<file path="src/rtl/apu_len_pkg.sv">
// apu_len_pkg: shared note-length table and index width for the length counter bank
package apu_len_pkg;
  localparam int LEN_IDX_W = 5;
  localparam logic [7:0] LENGTH_TABLE [0:31] = '{
    8'd10,  8'd254, 8'd20, 8'd2,  8'd40, 8'd4,  8'd80, 8'd6,
    8'd160, 8'd8,   8'd60, 8'd10, 8'd14, 8'd12, 8'd26, 8'd14,
    8'd12,  8'd16,  8'd24, 8'd18, 8'd48, 8'd20, 8'd96, 8'd22,
    8'd192, 8'd24,  8'd72, 8'd26, 8'd16, 8'd28, 8'd32, 8'd30
  };
endpackage

</file>
<file path="src/rtl/apu_length_counter_bank_if.sv">
// apu_length_counter_bank_if: register/frame-counter strobes in, status/mute out
interface apu_length_counter_bank_if #(parameter int NUM_CH = 4);
  logic              ACLK_EN;
  logic [7:0]        DB;
  logic              W4015;
  logic [NUM_CH-1:0] W_LOAD;
  logic [NUM_CH-1:0] HALT;
  logic              nLFO2;
  logic [NUM_CH-1:0] LOCK;
  logic [NUM_CH-1:0] STATUS;
  logic [NUM_CH-1:0] NOCH;
  modport master (output ACLK_EN, DB, W4015, W_LOAD, HALT, nLFO2, LOCK, input STATUS, NOCH);
  modport slave  (input ACLK_EN, DB, W4015, W_LOAD, HALT, nLFO2, LOCK, output STATUS, NOCH);
endinterface

</file>
<file path="src/rtl/apu_length_counter_ch.sv">
// apu_length_counter_ch: one length counter with enable flop and load/decrement priority
module apu_length_counter_ch #(
  parameter int CNT_W = 8
) (
  input  logic             CLK,
  input  logic             n_RES,
  input  logic             tick,
  input  logic             w4015,
  input  logic             en_bit,
  input  logic             w_load,
  input  logic             halt,
  input  logic             lock,
  input  logic [CNT_W-1:0] load_val,
  output logic [CNT_W-1:0] cnt
);
  logic             en, en_nxt, dec;
  logic [CNT_W-1:0] cnt_nxt;
  // dec already implies cnt != 0, so giving it precedence over load realises the collision rule
  always_comb begin
    en_nxt  = w4015 ? en_bit : en;
    dec     = tick & ~halt & ~lock & (cnt != '0);
    cnt_nxt = !en_nxt ? '0 : dec ? cnt - CNT_W'(1) : w_load ? load_val : cnt;
  end
  always_ff @(posedge CLK or negedge n_RES)
    if (!n_RES) begin
      en  <= 1'b0;
      cnt <= '0;
    end else begin
      en  <= en_nxt;
      cnt <= cnt_nxt;
    end
endmodule

</file>
<file path="src/rtl/apu_length_counter_bank.sv">
// apu_length_counter_bank: NUM_CH independent note-length counters sharing one length table
module apu_length_counter_bank
  import apu_len_pkg::*;
#(
  parameter int NUM_CH = 4,
  parameter int CNT_W  = 8
) (
  input logic                      CLK,
  input logic                      n_RES,
  apu_length_counter_bank_if.slave bus
);
  logic [7:0]                   raw;
  logic [CNT_W-1:0]             load_val;
  logic                         tick;
  logic [NUM_CH-1:0]            status;
  logic [NUM_CH-1:0][CNT_W-1:0] cnt;
  // narrow builds clamp long table entries to the largest representable count
  always_comb begin
    raw      = LENGTH_TABLE[bus.DB[7 -: LEN_IDX_W]];
    load_val = (32'(raw) > 32'((64'd1 << CNT_W) - 64'd1)) ? '1 : CNT_W'(raw);
    tick     = bus.ACLK_EN & ~bus.nLFO2;
    for (int i = 0; i < NUM_CH; i++) status[i] = |cnt[i];
  end
  assign bus.STATUS = status;
  assign bus.NOCH   = ~status;
  for (genvar c = 0; c < NUM_CH; c++) begin : g_ch
    apu_length_counter_ch #(.CNT_W(CNT_W)) u_ch (
      .CLK      (CLK),
      .n_RES    (n_RES),
      .tick     (tick),
      .w4015    (bus.W4015),
      .en_bit   (bus.DB[c]),
      .w_load   (bus.W_LOAD[c]),
      .halt     (bus.HALT[c]),
      .lock     (bus.LOCK[c]),
      .load_val (load_val),
      .cnt      (cnt[c])
    );
  end
endmodule

</file>
<file path="src/flat_wrapper.sv">
// flat-port wrapper written by rule: the top's interface ports become plain ports
module apu_length_counter_bank_flat import apu_len_pkg::*;
#(
  parameter int NUM_CH = 4,
  parameter int CNT_W  = 8
)
  (CLK, n_RES, bus_ACLK_EN, bus_DB, bus_W4015, bus_W_LOAD, bus_HALT, bus_nLFO2, bus_LOCK, bus_STATUS, bus_NOCH);
  apu_length_counter_bank_if #(.NUM_CH(NUM_CH)) bus_i ();
  input logic CLK;
  input logic n_RES;
  input wire logic [$bits(bus_i.ACLK_EN)-1:0] bus_ACLK_EN;
  input wire logic [$bits(bus_i.DB)-1:0] bus_DB;
  input wire logic [$bits(bus_i.W4015)-1:0] bus_W4015;
  input wire logic [$bits(bus_i.W_LOAD)-1:0] bus_W_LOAD;
  input wire logic [$bits(bus_i.HALT)-1:0] bus_HALT;
  input wire logic [$bits(bus_i.nLFO2)-1:0] bus_nLFO2;
  input wire logic [$bits(bus_i.LOCK)-1:0] bus_LOCK;
  output wire logic [$bits(bus_i.STATUS)-1:0] bus_STATUS;
  output wire logic [$bits(bus_i.NOCH)-1:0] bus_NOCH;
  assign bus_i.ACLK_EN = bus_ACLK_EN;
  assign bus_i.DB = bus_DB;
  assign bus_i.W4015 = bus_W4015;
  assign bus_i.W_LOAD = bus_W_LOAD;
  assign bus_i.HALT = bus_HALT;
  assign bus_i.nLFO2 = bus_nLFO2;
  assign bus_i.LOCK = bus_LOCK;
  assign bus_STATUS = bus_i.STATUS;
  assign bus_NOCH = bus_i.NOCH;
  apu_length_counter_bank #(.NUM_CH(NUM_CH), .CNT_W(CNT_W)) u_core (.CLK(CLK), .n_RES(n_RES), .bus(bus_i));
endmodule
</file>
<file path="config.mk">
export PLATFORM = sky130hd
export DESIGN_NAME = apu_length_counter_bank_flat
export DESIGN_NICKNAME = d
export VERILOG_FILES = /design/src/rtl/apu_len_pkg.sv /design/src/rtl/apu_length_counter_bank_if.sv /design/src/rtl/apu_length_counter_ch.sv /design/src/rtl/apu_length_counter_bank.sv /design/src/flat_wrapper.sv
export SDC_FILE = /design/constraint.sdc
export NUM_CORES = 1
export LEC_CHECK = 0
export BUFFER_PORTS_ARGS = -buffer_cell sky130_fd_sc_hd__buf_4
export CORE_MARGIN = 8
export CORE_UTILIZATION = 60
export DETAILED_ROUTE_END_ITERATION = 10
export PLACE_DENSITY = 0.82
export RECOVER_POWER = 100
export SLEW_MARGIN = 20
export SYNTH_ARGS = -nofsm -noshare
export SYNTH_HDL_FRONTEND = slang
export SYNTH_SLANG_ARGS = --single-unit
</file>
<file path="constraint.sdc">
create_clock -name CLK -period 4.5 [get_ports CLK]
set_clock_uncertainty 0.2 [all_clocks]
set_input_delay 0.225 -clock CLK [delete_from_list [all_inputs] [get_ports CLK]]
set_output_delay 0.225 -clock CLK [all_outputs]
set_load 0.005 [all_outputs]
</file>
### Word level (Yosys, flattened, before mapping)

Memories as Yosys holds them, arrays and structs flattened.
Cells that the tools add are included.

| storage, ports and cells | value |
|---|---|
| flip-flop bits (word level) | 36 |
| ROM bits | 256 |
| input port bits | 25 |
| output and inout bits | 8 |
| memories kept | 1 |

Memories:

| name | words | width | rd ports | clocked after Yosys merged registers in | wr ports | RTL line | text |
|---|---|---|---|---|---|---|---|
| (name not given) | 32 | 8 | 1 | 0 | 0 | apu_length_counter_bank.sv:19 | `raw = LENGTH_TABLE[bus.DB[7 -: LEN_IDX_W]];` |

| operators by class | value |
|---|---|
| add/sub/neg operators | 4 |
| magnitude comparators | 1 |
| eq/ne operators | 4 |
| mux-type cells | 18 |
| bitwise logic cells | 24 |
| reductions and logical operators | 8 |

Operators by type and width:

| cell | number |
|---|---|
| 2-to-1 mux 8 bit | 14 |
| nonzero test 8 bit | 4 |
| OR reduction 8 bit | 4 |
| subtractor 8 x 1 -> 8 bit (second input constant) | 4 |
| AND 1 bit | 13 |
| != test 3 x 2 -> 1 bit (second input constant) | 4 |
| NOT 1 bit | 9 |
| >= comparator 6 bit (second input constant) | 1 |
| NOT 5 -> 6 bit | 1 |
| 2-to-1 mux 1 bit | 4 |
| NOT 4 bit | 1 |

### Logic depth before layout (Yosys ltp)

Gate-level depths: netlist of run 1.

| depth | value |
|---|---|
| depth in word-level cells | 7 |
| mapped depth | 8 |

### Hierarchy

From an unflattened synthesis of run 1, not the netlist that was laid out.

| unflattened totals | value |
|---|---|
| cell total of the unflattened synthesis | 370 |
| area, all modules | 3,219.3 sq um |

Modules (own cells, without submodules):

| module | instances | cells each | area each (sq um) | sequential area each (sq um) |
|---|---|---|---|---|
| apu_length_counter_ch at u_core.g_ch[2].u_ch ... | 2 | 74 | 693.2 | 225.2 |
| apu_length_counter_ch at u_core.g_ch[0].u_ch ... | 2 | 76 | 674.4 | 225.2 |
| apu_length_counter_bank | 1 | 70 | 484.2 | 0.0 |

### Worst setup path after synthesis of run 1

OpenSTA, ideal clock, no wires.

| timing path | value |
|---|---|
| kind | reg-to-reg |
| start | reg u_core.g_ch[0].u_ch.cnt[0] |
| end | reg u_core.g_ch[0].u_ch.cnt[3] |
| library setup time | 0.104 ns |
| data arrival time | 1.815 ns |
| data required time | 4.196 ns |
| slack | 2.381 ns |
| stages on the path, launching flop included | 8 |
| buffers on the path | 0 |
| period minus slack after synthesis | 2.119 ns |
| cell sequence | dfrtp_1 > inv_1 > ha_1 > nor3b_1 > a21oi_2 > nor2_1 > nor2_1 > a221oi_1 |

| between the ends | value |
|---|---|
| cells in the longest elaborated chain, start to end | 4 |

RTL lines:

| what | RTL line | text |
|---|---|---|
| from (decl) | apu_length_counter_ch.sv:14 | `output logic [CNT_W-1:0] cnt` |
| from (signal assigned) | apu_length_counter_ch.sv:30 | `cnt <= cnt_nxt;` |
| parallel branches: the longest is 4 deep, another holds subtractor 8 x 1 -> 8 bit | - |  |

Parallel ways; which one is timed is not known.
A chain may end at the register's enable or synchronous reset.

### Worst setup path in the final report of run 1

| timing path | value |
|---|---|
| start | reg u_core.g_ch[2].u_ch.cnt[0] |
| end | reg u_core.g_ch[2].u_ch.cnt[5] |

| between the ends | value |
|---|---|
| cells in the longest elaborated chain, start to end | 4 |

RTL lines:

| what | RTL line |
|---|---|
| from (decl) | apu_length_counter_ch.sv:14 |
| from (signal assigned) | apu_length_counter_ch.sv:30 |
| parallel branches: the longest is 4 deep, another holds subtractor 8 x 1 -> 8 bit | - |

Parallel ways; which one is timed is not known.

==> metrics, run 1 <==
Final Max Tran Viols 37; crit path kind reg2reg; largest net degree at the start of global routing 37; Port-buffer cells 32; Placeable Area about 0.0044 mm2; CP endpoint kind register; # DRC 0; Clock transition at path regs about 80 ps; asr flop ratio synth 100%; PwrDens around 340 mW/mm2; Max FO, Critical Path 7; Ports 33; antenna cells 0; register area approximately 900 um2; postcts setup bufs 0; post-synthesis cell count 329; R2R depth 7; hold endpoint u_core.g_ch[0].u_ch.cnt[1]; CTS Buffer Depth 2; DP HPWL 4950 um; Cell Area, Synth 0.00271 mm2; fillcell total between 300 and 400; Area after DPL approximately 0.0030 mm2; Slew headroom -30.3%; row count 24; Pre-antenna DRT Iters 7; VDD IR-drop max about 0.19 mV; Seq/Total Area, Yosys around a third; area leader, netlist dfrtp_1; final setup fails 0; vias in the first global route 2,512; Leakage 1.32 nW; DIE HEIGHT about 83 um; H-tree levels 2; Main synth FF type dfrtp_1; Die Span X roughly 83 um; multi-input logic area between 0.0015 and 0.002 mm2; hold buffer count at cts 1; layout cells sized above 1 12.6%; max_cap viols 1; total track usage roughly a fifth; first-pass GRT wire length roughly 12,000 um; reg2reg setup slack ~1800 ps; Clk Latency, worst-skew pair 300 ps; maximum clock rate 0.375 GHz; Synth warnings 0; gpl congestion 0.906; total grt overflow 0; DR iter-0 viols 209; setup_tns 0 ps; CTS tree built; DR WL/cell 17.4 um; Fin. Hold Viols 0; hold path start bus_W_LOAD[0]; number of routed nets with antenna violations 0; Yosys cell types 60; failing checks max-capacitance violations, max-slew violations; final period utilization between 50 and 60%; Sink Count 36; top cell type's share of synthesized area between 30% and 40%; Yosys reg bits 36; RSZ-0062 raised after global routing false; Net Count, Synth 365; average size of a mapped cell about 8.2 um2; Worst EP arrival around 2600 ps; DR vias roughly 2,700; Reg-to-Reg End u_core.g_ch[2].u_ch.cnt[5]; DR vias/cell between 6 and 7; Area Overhead vs Synth 14.5%; status finished with violations; Die ar. roughly 0.007 mm2; CTS Root Cell clkbuf_8; initial antenna violation count 0; total detailed-routing wirelength slightly above 7000 um; largest cells by area after synthesis dfrtp_1, a21oi_1, ha_1; CP Launch Type register; Final Cell Area between 0.003 and 0.004 mm2; Worst Hold Path Cells 3; worst slew pin tran between 1500 and 2000 ps; CTS resizes 0; Post-synth EDFFs 0; initial core utilization between 60 and 70%; worst reg2reg startpoint u_core.g_ch[2].u_ch.cnt[0]; cts bufs inserted 5; Final #Nets between 300 and 400; Final Critical Period roughly 2700 ps; worst hold path class in2reg; Worst Path Required about 4400 ps
## Yosys cell counts, types with 7 or more instances
cell / instances
nand2_1: 28
clkbuf_1: 7
inv_1: 26
o21ai_0: 11
a211oi_1: 7
ha_1: 11
a31oi_1: 8
dfrtp_1: 36
nor3b_1: 7
nor2_1: 29
nand3_1: 12
nor3_1: 11
a21oi_1: 28
## critical path, stage by stage, from the launching register on
cell and delay (ps):
dfrtp_1 400, inv_1 70, ha_1 230, nor4b_1 770, a21oi_1 380, mux2i_1 200
a32oi_1 170, a21oi_1 90
## through the flow
stage | worst slack (ps) | power [mW] | instances | hold WS, ps | util, %
floorplan | 2380 | 0.551 | 329 | -271 | -
global placement | 2230 | 0.650 | 401 | 17.4 | 68.2
detailed placement | 2100 | 0.654 | 401 | 20.2 | 68.2
CTS | 2100 | 1.06 | 410 | 25.3 | 72.0
global route | 1530 | 1.10 | 410 | 40.7 | 71.4
finish | 1830 | 1.05 | 410 | 28.7 | 71.4
## layer usage
layer  GRT usage (%)  vias up  wire (um)
met2            32.0      151       3410
met4            5.91        0        112
li1                -     1294          -
met3            4.79       11        589
met1            26.4     1278       3010
met5               0        -          0
## registers in the layout, summed over array words and instances, names as in the netlist
name and cells:
u_core.g_ch.u_ch.cnt 32, u_core.g_ch.u_ch.en 4
## how the worst max path moves through the flow
stage	end	cells past startpoint	start	slack, ps
6_report	u_core.g_ch[2].u_ch.cnt[5]	7	u_core.g_ch[2].u_ch.cnt[0]	1830
3_3_place_gp	u_core.g_ch[0].u_ch.cnt[3]	7	u_core.g_ch[0].u_ch.cnt[0]	2230
2_1_floorplan	u_core.g_ch[0].u_ch.cnt[3]	7	u_core.g_ch[0].u_ch.cnt[0]	2380
5_1_grt	u_core.g_ch[2].u_ch.cnt[5]	7	u_core.g_ch[2].u_ch.cnt[0]	1530
3_5_place_dp	u_core.g_ch[0].u_ch.cnt[3]	7	u_core.g_ch[0].u_ch.cnt[0]	2100
4_1_cts	u_core.g_ch[0].u_ch.cnt[3]	7	u_core.g_ch[0].u_ch.cnt[0]	2100
## where the power goes
group / internal [mW] / switching [mW] / leakage [nW]
clock: 0.277 / 0.124 / 0.0784
combinational: 0.112 / 0.160 / 0.764
sequential: 0.347 / 0.0263 / 0.480
## area by class of cell
cell class	instances	share of cell area, %
Sequential cell	36	29.0
Tap cell	52	2.09
Inverter	27	3.26
Multi-Input combinational cell	254	52.9
Timing Repair Buffer	33	7.69
Clock buffer	5	2.21
Clock inverter	3	2.90
## layout by cell type (no fill, tap or decap), drive strengths merged, types with 3 or more instances in the layout
master	instances
dfrtp	36
a21oi	31
nor2	29
nand2	28
inv	27
buf	24
o21ai	15
clkbuf	13
nand3	12
nor3	11
ha	11
a31oi	8
nor3b	7
a211oi	7
mux2i	6
nor4b	6
a221oi	5
nand4	5
nor4	5
or4b	4
or3	4
o22a	4
nand3b	4
a32oi	4
or3b	3
nor2b	3
o311ai	3
a22oi	3
bufinv	3
or2	3
## kinds of logic after synthesis
| logic type | Yosys count | synth area share [%] |
|---|---|---|
| simple gates | 131 | 27.2 |
| fa+ha+maj | 11 | 5.07 |
| compound gates | 105 | 26.3 |
| mux | 6 | 2.21 |
| buf+inv | 39 | 5.62 |
| xor+xnor | 1 | 0.323 |
| flops | 36 | 33.2 |
(Power assumes the default switching activity.)
==> run 2, diff against run 1 <==
--- a/config.mk
+++ b/config.mk
@@ -7,9 +7,9 @@
 export LEC_CHECK = 0
 export BUFFER_PORTS_ARGS = -buffer_cell sky130_fd_sc_hd__buf_4
 export CORE_MARGIN = 8
-export CORE_UTILIZATION = 60
+export CORE_UTILIZATION = 53
 export DETAILED_ROUTE_END_ITERATION = 10
-export PLACE_DENSITY = 0.82
+export PLACE_DENSITY = 0.77
 export RECOVER_POWER = 100
 export SLEW_MARGIN = 20
 export SYNTH_ARGS = -nofsm -noshare
==> constraint.sdc (replaced) <==
create_clock -name CLK -period 2.3 [get_ports CLK]
set_clock_uncertainty 0.2 [all_clocks]
set_input_delay 0.115 -clock CLK [delete_from_list [all_inputs] [get_ports CLK]]
set_output_delay 0.115 -clock CLK [all_outputs]
set_load 0.005 [all_outputs]
==> run 2 against run 1 <==
Compared with the run above:
- the flow now finishes without violations
- utilization decreased by 5.8 points
- die area increased by 11%
- setup slack worse by 1700 ps
- sequential power grew 96%
- largest cell class unchanged
==> metrics, run 2 (synthesis gave the netlist of run 1 again) <==
status complete, no violations; Clk Latency, worst-skew pair 280 ps (-20 ps); crit-path max cell delay 490 ps (-280 ps); Die Span X 87.6 um (+5.2%); DR vias/cell 6.23 (-6.5%); DR vias 2,811 (+2.8%); gpl congestion 0.970 (+7.0%); total grt overflow 0 (unchanged); largest net degree at the start of global routing 37 (unchanged); fin cells 451 (+10%); antenna cells 0 (unchanged); Die ar. 0.00767 mm2 (+11%); commonest non-fill, non-tap cell in the layout buf_4; initial core utilization 54.2% (-8.2 points); Worst EP arrival 2200 ps (-400 ps); Fin. Hold Viols 0 (unchanged); final hold slack 11.8 ps (-16.9 ps); crit path kind reg2reg; placed cells 436 (+8.7%); Ports 33 (unchanged); fillcell total 454 (+31%); Biggest register u_core.g_ch.u_ch.cnt; H-tree levels 2 (unchanged); PwrDens 580 mW/mm2 (+72%); row count 26 (+8.3%); total track usage 21.0% (+0.85 points); final period utilization 95.5% (+36 points); Area Overhead vs Synth 21.0%; layout cells sized above 1 17.6% (+5.0 points); DIE HEIGHT 87.6 um (+5.2%); Place WS 154 ps (-1940 ps); Final Critical Period 2200 ps (-474 ps); Final #Nets 416 (+5.9%); CTS Buffer Depth 2 (unchanged); worst hold path class in2reg; crit path cell chain inv_1 -> ha_2 -> or3b_2 -> o21ai_2 -> nand2_1 -> or2_1 -> a31oi_1; Area after DPL 0.00312 mm2 (+5.1%); number of routed nets with antenna violations 0 (unchanged); Clock transition at path regs 70 ps (about the same); Final Max Tran Viols 0 (-100%); initial antenna violation count 0 (unchanged); Slew headroom 37.8% (+68 points); Final Cell Area 0.00328 mm2 (+5.6%); Final WS setup 103 ps (-1730 ps); crit-path leading delay family simple AND/OR/NAND/NOR gates; # DRC 0 (unchanged); final setup fails 0 (unchanged); commonest cells after routing, fill and taps aside buf_4, dfrtp_1, a21oi_1, nor2_1, nand2_1; Sink Count 36 (unchanged); first-pass GRT wire length 13,000 um (+9.0%); Pre-antenna DRT Iters 5 (-2); worst slew pin tran 907 ps (-1050 ps); Largest register FFs 32 (unchanged); DR iter-0 viols 242 (+16%); CP Launch Type register; Worst Path Required 2310 ps (-2120 ps); CTS tree built; DR WL/cell 17.1 um (-1.5%); Leakage 1.41 nW (+6.5%); Slowest cell on crit path or3b_2; number of buffers and inverters on the critical path 1 (unchanged); Port-buffer cells 32 (unchanged); Placeable Area 0.00501 mm2 (+15%); top flop regs u_core.g_ch.u_ch.cnt x32, u_core.g_ch.u_ch.en x4; VDD IR-drop max 0.306 mV (+61%); Max FO, Critical Path 4 (-3); CP endpoint kind register; cts bufs inserted 5 (unchanged); total detailed-routing wirelength 7720 um (+8.4%); CTS Root Cell clkbuf_8; maximum clock rate 0.455 GHz (+22%); max_cap viols 0 (-1); Tot Pwr 1.90 mW (+82%); DP HPWL 5670 um (+15%); vias in the first global route 2,695 (+7.3%)
## run 2: repair_timing
action,4_1_cts,5_1_grt
hold endpoints to repair,42,0
gates resized for setup,0,3
endpoints found under the setup margin,0,5
buffers inserted,0,0
hold buffers,7,0
## run 2: final timing paths
path,end,slack (ps),depth (start not counted),start
hold / removal,u_core.g_ch[2].u_ch.en,10,3,bus_DB[2]
max in group asynchronous,u_core.g_ch[3].u_ch.cnt[1],1000,2,n_RES
hold reg to reg,u_core.g_ch[0].u_ch.cnt[0],360,3,u_core.g_ch[0].u_ch.cnt[0]
min in group asynchronous,u_core.g_ch[2].u_ch.cnt[2],320,2,n_RES
setup reg to reg,u_core.g_ch[1].u_ch.cnt[2],100,7,u_core.g_ch[1].u_ch.cnt[0]
setup / recovery,u_core.g_ch[1].u_ch.cnt[2],100,7,u_core.g_ch[1].u_ch.cnt[0]
## run 2: stage by stage
step                      setup TNS [ps]  util, %
final                                  0     65.5
after global routing               -6.15     65.5
after CTS                              0     65.8
after global placement                 0     62.2
after detailed placement               0     62.2
after floorplan                        0        -
## run 2: where the power goes
| part | switching, mW | internal, mW | total [mW] |
|---|---|---|---|
| Clock | 0.233 | 0.322 | 0.555 |
| Combinational | 0.338 | 0.279 | 0.617 |
| Sequential | 0.0531 | 0.679 | 0.732 |
| Total | 0.624 | 1.28 | 1.90 |
## run 2: worst register-to-register path: cells and delay by family (launching register included)
kind,cells,cell delay (ps)
flops,1,410
buf+inv,1,100
simple gates,3,850
fa+ha+maj,1,220
compound gates,2,350
## run 2: final cells by class
class | instances | area [um2] | share of cell area (%)
Multi-Input combinational cell | 254 | 1660 | 50.6
Sequential cell | 36 | 901 | 27.4
Timing Repair Buffer | 56 | 424 | 12.9
Inverter | 27 | 101 | 3.09
Tap cell | 70 | 87.6 | 2.67
Clock buffer | 6 | 72.6 | 2.21
Clock inverter | 2 | 35.0 | 1.07
## run 2: routing by layer
layer	GRT usage, %	vias to the layer above	share of wire (%)
li1	-	1345	-
met1	27.6	1324	43
met2	34.8	130	48
met3	3.47	12	6.8
met4	5.16	0	1.5
met5	0	-	0
==> run 3, diff against run 2 <==
--- a/config.mk
+++ b/config.mk
@@ -5,11 +5,12 @@
 export SDC_FILE = /design/constraint.sdc
 export NUM_CORES = 1
 export LEC_CHECK = 0
+export ABC_CLOCK_PERIOD_IN_PS = 2600
 export BUFFER_PORTS_ARGS = -buffer_cell sky130_fd_sc_hd__buf_4
 export CORE_MARGIN = 8
-export CORE_UTILIZATION = 53
+export CORE_UTILIZATION = 60
 export DETAILED_ROUTE_END_ITERATION = 10
-export PLACE_DENSITY = 0.77
+export PLACE_DENSITY = 0.82
 export RECOVER_POWER = 100
 export SLEW_MARGIN = 20
 export SYNTH_ARGS = -nofsm -noshare
==> constraint.sdc (replaced) <==
create_clock -name CLK -period 2.6 [get_ports CLK]
set_clock_uncertainty 0.2 [all_clocks]
set_input_delay 0.13 -clock CLK [delete_from_list [all_inputs] [get_ports CLK]]
set_output_delay 0.13 -clock CLK [all_outputs]
set_load 0.005 [all_outputs]
==> run 3 against run 2 <==
Compared with the run above:
- global-route usage grew 0.41 points
- die area shrank 9.6%
- clock power shrank 29%
- register-to-register slack gained 140 ps
- sequential share of layout area grew 1.3 points
- via count grew 0.46%
- worst hold slack lost 4.8 ps
- flip-flop and latch count is the same
- sequential power shrank 12%
- highest routed layer unchanged
==> metrics, run 3 (synthesis gave the netlist of run 1 again) <==
status complete, no violations; Clock transition at path regs 80 ps (about the same); first-pass GRT wire length 12,600 um (-2.5%); Die Span X 83.3 um (-4.9%); Ports 33 (unchanged); DR WL/cell 17.9 um (+4.6%); initial antenna violation count 0 (unchanged); Final #Nets 405 (-2.6%); initial core utilization 62.3% (+8.2 points); Placeable Area 0.00435 mm2 (-13%); CP endpoint kind register; Worst Hold Path Cells 4 (+1); max_cap viols 0 (unchanged); hold path start bus_W_LOAD[3]; crit path cell chain inv_1 -> ha_1 -> or3b_2 -> o21ai_1 -> nand2_1 -> or2_1 -> a31oi_1; largest net degree at the start of global routing 37 (unchanged); Worst Path Required 2610 ps (+300 ps); worst reg2reg startpoint u_core.g_ch[1].u_ch.cnt[0]; gpl congestion 0.900 (-7.2%); setup_tns 0 ps (unchanged); Area after DPL 0.00302 mm2 (-3.1%); maximum clock rate 0.425 GHz (-6.6%); DIE HEIGHT 83.3 um (-4.9%); commonest non-fill, non-tap cell in the layout dfrtp_1; row count 24 (-7.7%); Slowest cell on crit path or3b_2; antenna cells 0 (unchanged); vias in the first global route 2,723 (+1.0%); Leakage 1.34 nW (-4.9%); # DRC 0 (unchanged); Fin. Hold Viols 0 (unchanged); DP HPWL 5450 um (-3.8%); Final Cell Area 0.00313 mm2 (-4.6%); PwrDens 493 mW/mm2 (-15%); cts bufs inserted 5 (unchanged); final setup fails 0 (unchanged); Sink Count 36 (unchanged); VDD IR-drop max 0.293 mV (-4.3%); Slew headroom 37.0% (-0.77 points); Area Overhead vs Synth 15.4%; hold buffer count at cts 6 (-1); crit-path max cell delay 470 ps (-20 ps); total track usage 21.4% (+0.41 points); Reg-to-Reg End u_core.g_ch[1].u_ch.cnt[2]; final period utilization 90.5% (-5.0 points); H-tree levels 2 (unchanged); Tot Pwr 1.54 mW (-19%); hold endpoint u_core.g_ch[3].u_ch.cnt[0]; CTS tree built; number of routed nets with antenna violations 0 (unchanged); total detailed-routing wirelength 7540 um (-2.4%); CTS Root Cell clkbuf_8; reg2reg setup slack 250 ps (+140 ps); layout cells sized above 1 13.8% (-3.8 points); DR iter-0 viols 178 (-26%); CP Launch Type register; RSZ-0062 raised after global routing false; crit path kind reg2reg; DR vias/cell 6.71 (+7.6%); CTS Buffer Depth 2 (unchanged); worst slew pin tran 945 ps (+37.5 ps); DR vias 2,824 (+0.46%); worst hold path class in2reg; Final Max Tran Viols 0 (unchanged); commonest cells after routing, fill and taps aside dfrtp_1, a21oi_1, nor2_1; Die ar. 0.00693 mm2 (-9.6%); top flop regs u_core.g_ch.u_ch.cnt x32, u_core.g_ch.u_ch.en x4; R2R depth 7 (unchanged); Clk Latency, worst-skew pair 290 ps (about the same); CTS resizes 0 (unchanged); Port-buffer cells 32 (unchanged); total grt overflow 0 (unchanged); Largest register FFs 32 (unchanged); Pre-antenna DRT Iters 4 (-1); Worst EP arrival 2360 ps (+160 ps); Biggest register u_core.g_ch.u_ch.cnt; postcts setup bufs 0 (unchanged); Final Critical Period 2350 ps (+156 ps); Max FO, Critical Path 5 (+1)
[run 3: per-layer routing]
layer | GRT usage (%) | part of all wire (%) | vias to the layer above
met5 | 0 | 0 | -
met4 | 9.90 | 2.1 | 0
met3 | 4.88 | 6.3 | 20
met2 | 34.4 | 49 | 123
met1 | 26.5 | 43 | 1364
li1 | - | - | 1317
[run 3: power by group]
part,internal [mW],switching [mW],total [mW]
sequential,0.601,0.0455,0.646
combinational,0.217,0.287,0.504
clock,0.183,0.211,0.394
total,1.00,0.544,1.54
[run 3: final cells by class]
type | count | area, um2
clock buffer | 6 | 72.6
clock inverter | 1 | 5.00
fill | 394 | 1220
inverter | 27 | 101
multi-input combinational | 254 | 1650
sequential | 36 | 901
tap | 52 | 65.1
timing repair buffer | 45 | 335
[run 3: worst max path at each step]
stage	endpoint	slack (ps)	cells after the start	startpoint
after floorplan	u_core.g_ch[0].u_ch.cnt[3]	480	7	u_core.g_ch[0].u_ch.cnt[0]
after global placement	u_core.g_ch[1].u_ch.cnt[2]	390	7	u_core.g_ch[1].u_ch.cnt[0]
after detailed placement	u_core.g_ch[1].u_ch.cnt[2]	330	7	u_core.g_ch[1].u_ch.cnt[0]
after CTS	u_core.g_ch[1].u_ch.cnt[2]	310	7	u_core.g_ch[1].u_ch.cnt[0]
after global routing	u_core.g_ch[1].u_ch.cnt[2]	100	7	u_core.g_ch[1].u_ch.cnt[0]
final	u_core.g_ch[1].u_ch.cnt[2]	250	7	u_core.g_ch[1].u_ch.cnt[0]
[run 3: through the flow]
| step | hold slack [ps] | cells | util (%) | setup slack, ps |
|---|---|---|---|---|
| after detailed placement | -71.3 | 408 | 69.4 | 326 |
| final | 7.00 | 421 | 72.0 | 248 |
| after global routing | 61.6 | 421 | 72.0 | 96.9 |
| after global placement | -77.6 | 408 | 69.4 | 390 |
| after CTS | 8.85 | 421 | 72.5 | 309 |
| after floorplan | -366 | 329 | - | 481 |
[run 3: critical path: cells and delay by family (launching register included)]
family,cells,cell delay [ps]
flip-flops,1,410
buffers and inverters,1,90
AND/OR/NAND/NOR,3,890
adder cells (fa/ha/maj),1,200
AO/OA/AOI/OAI,2,500
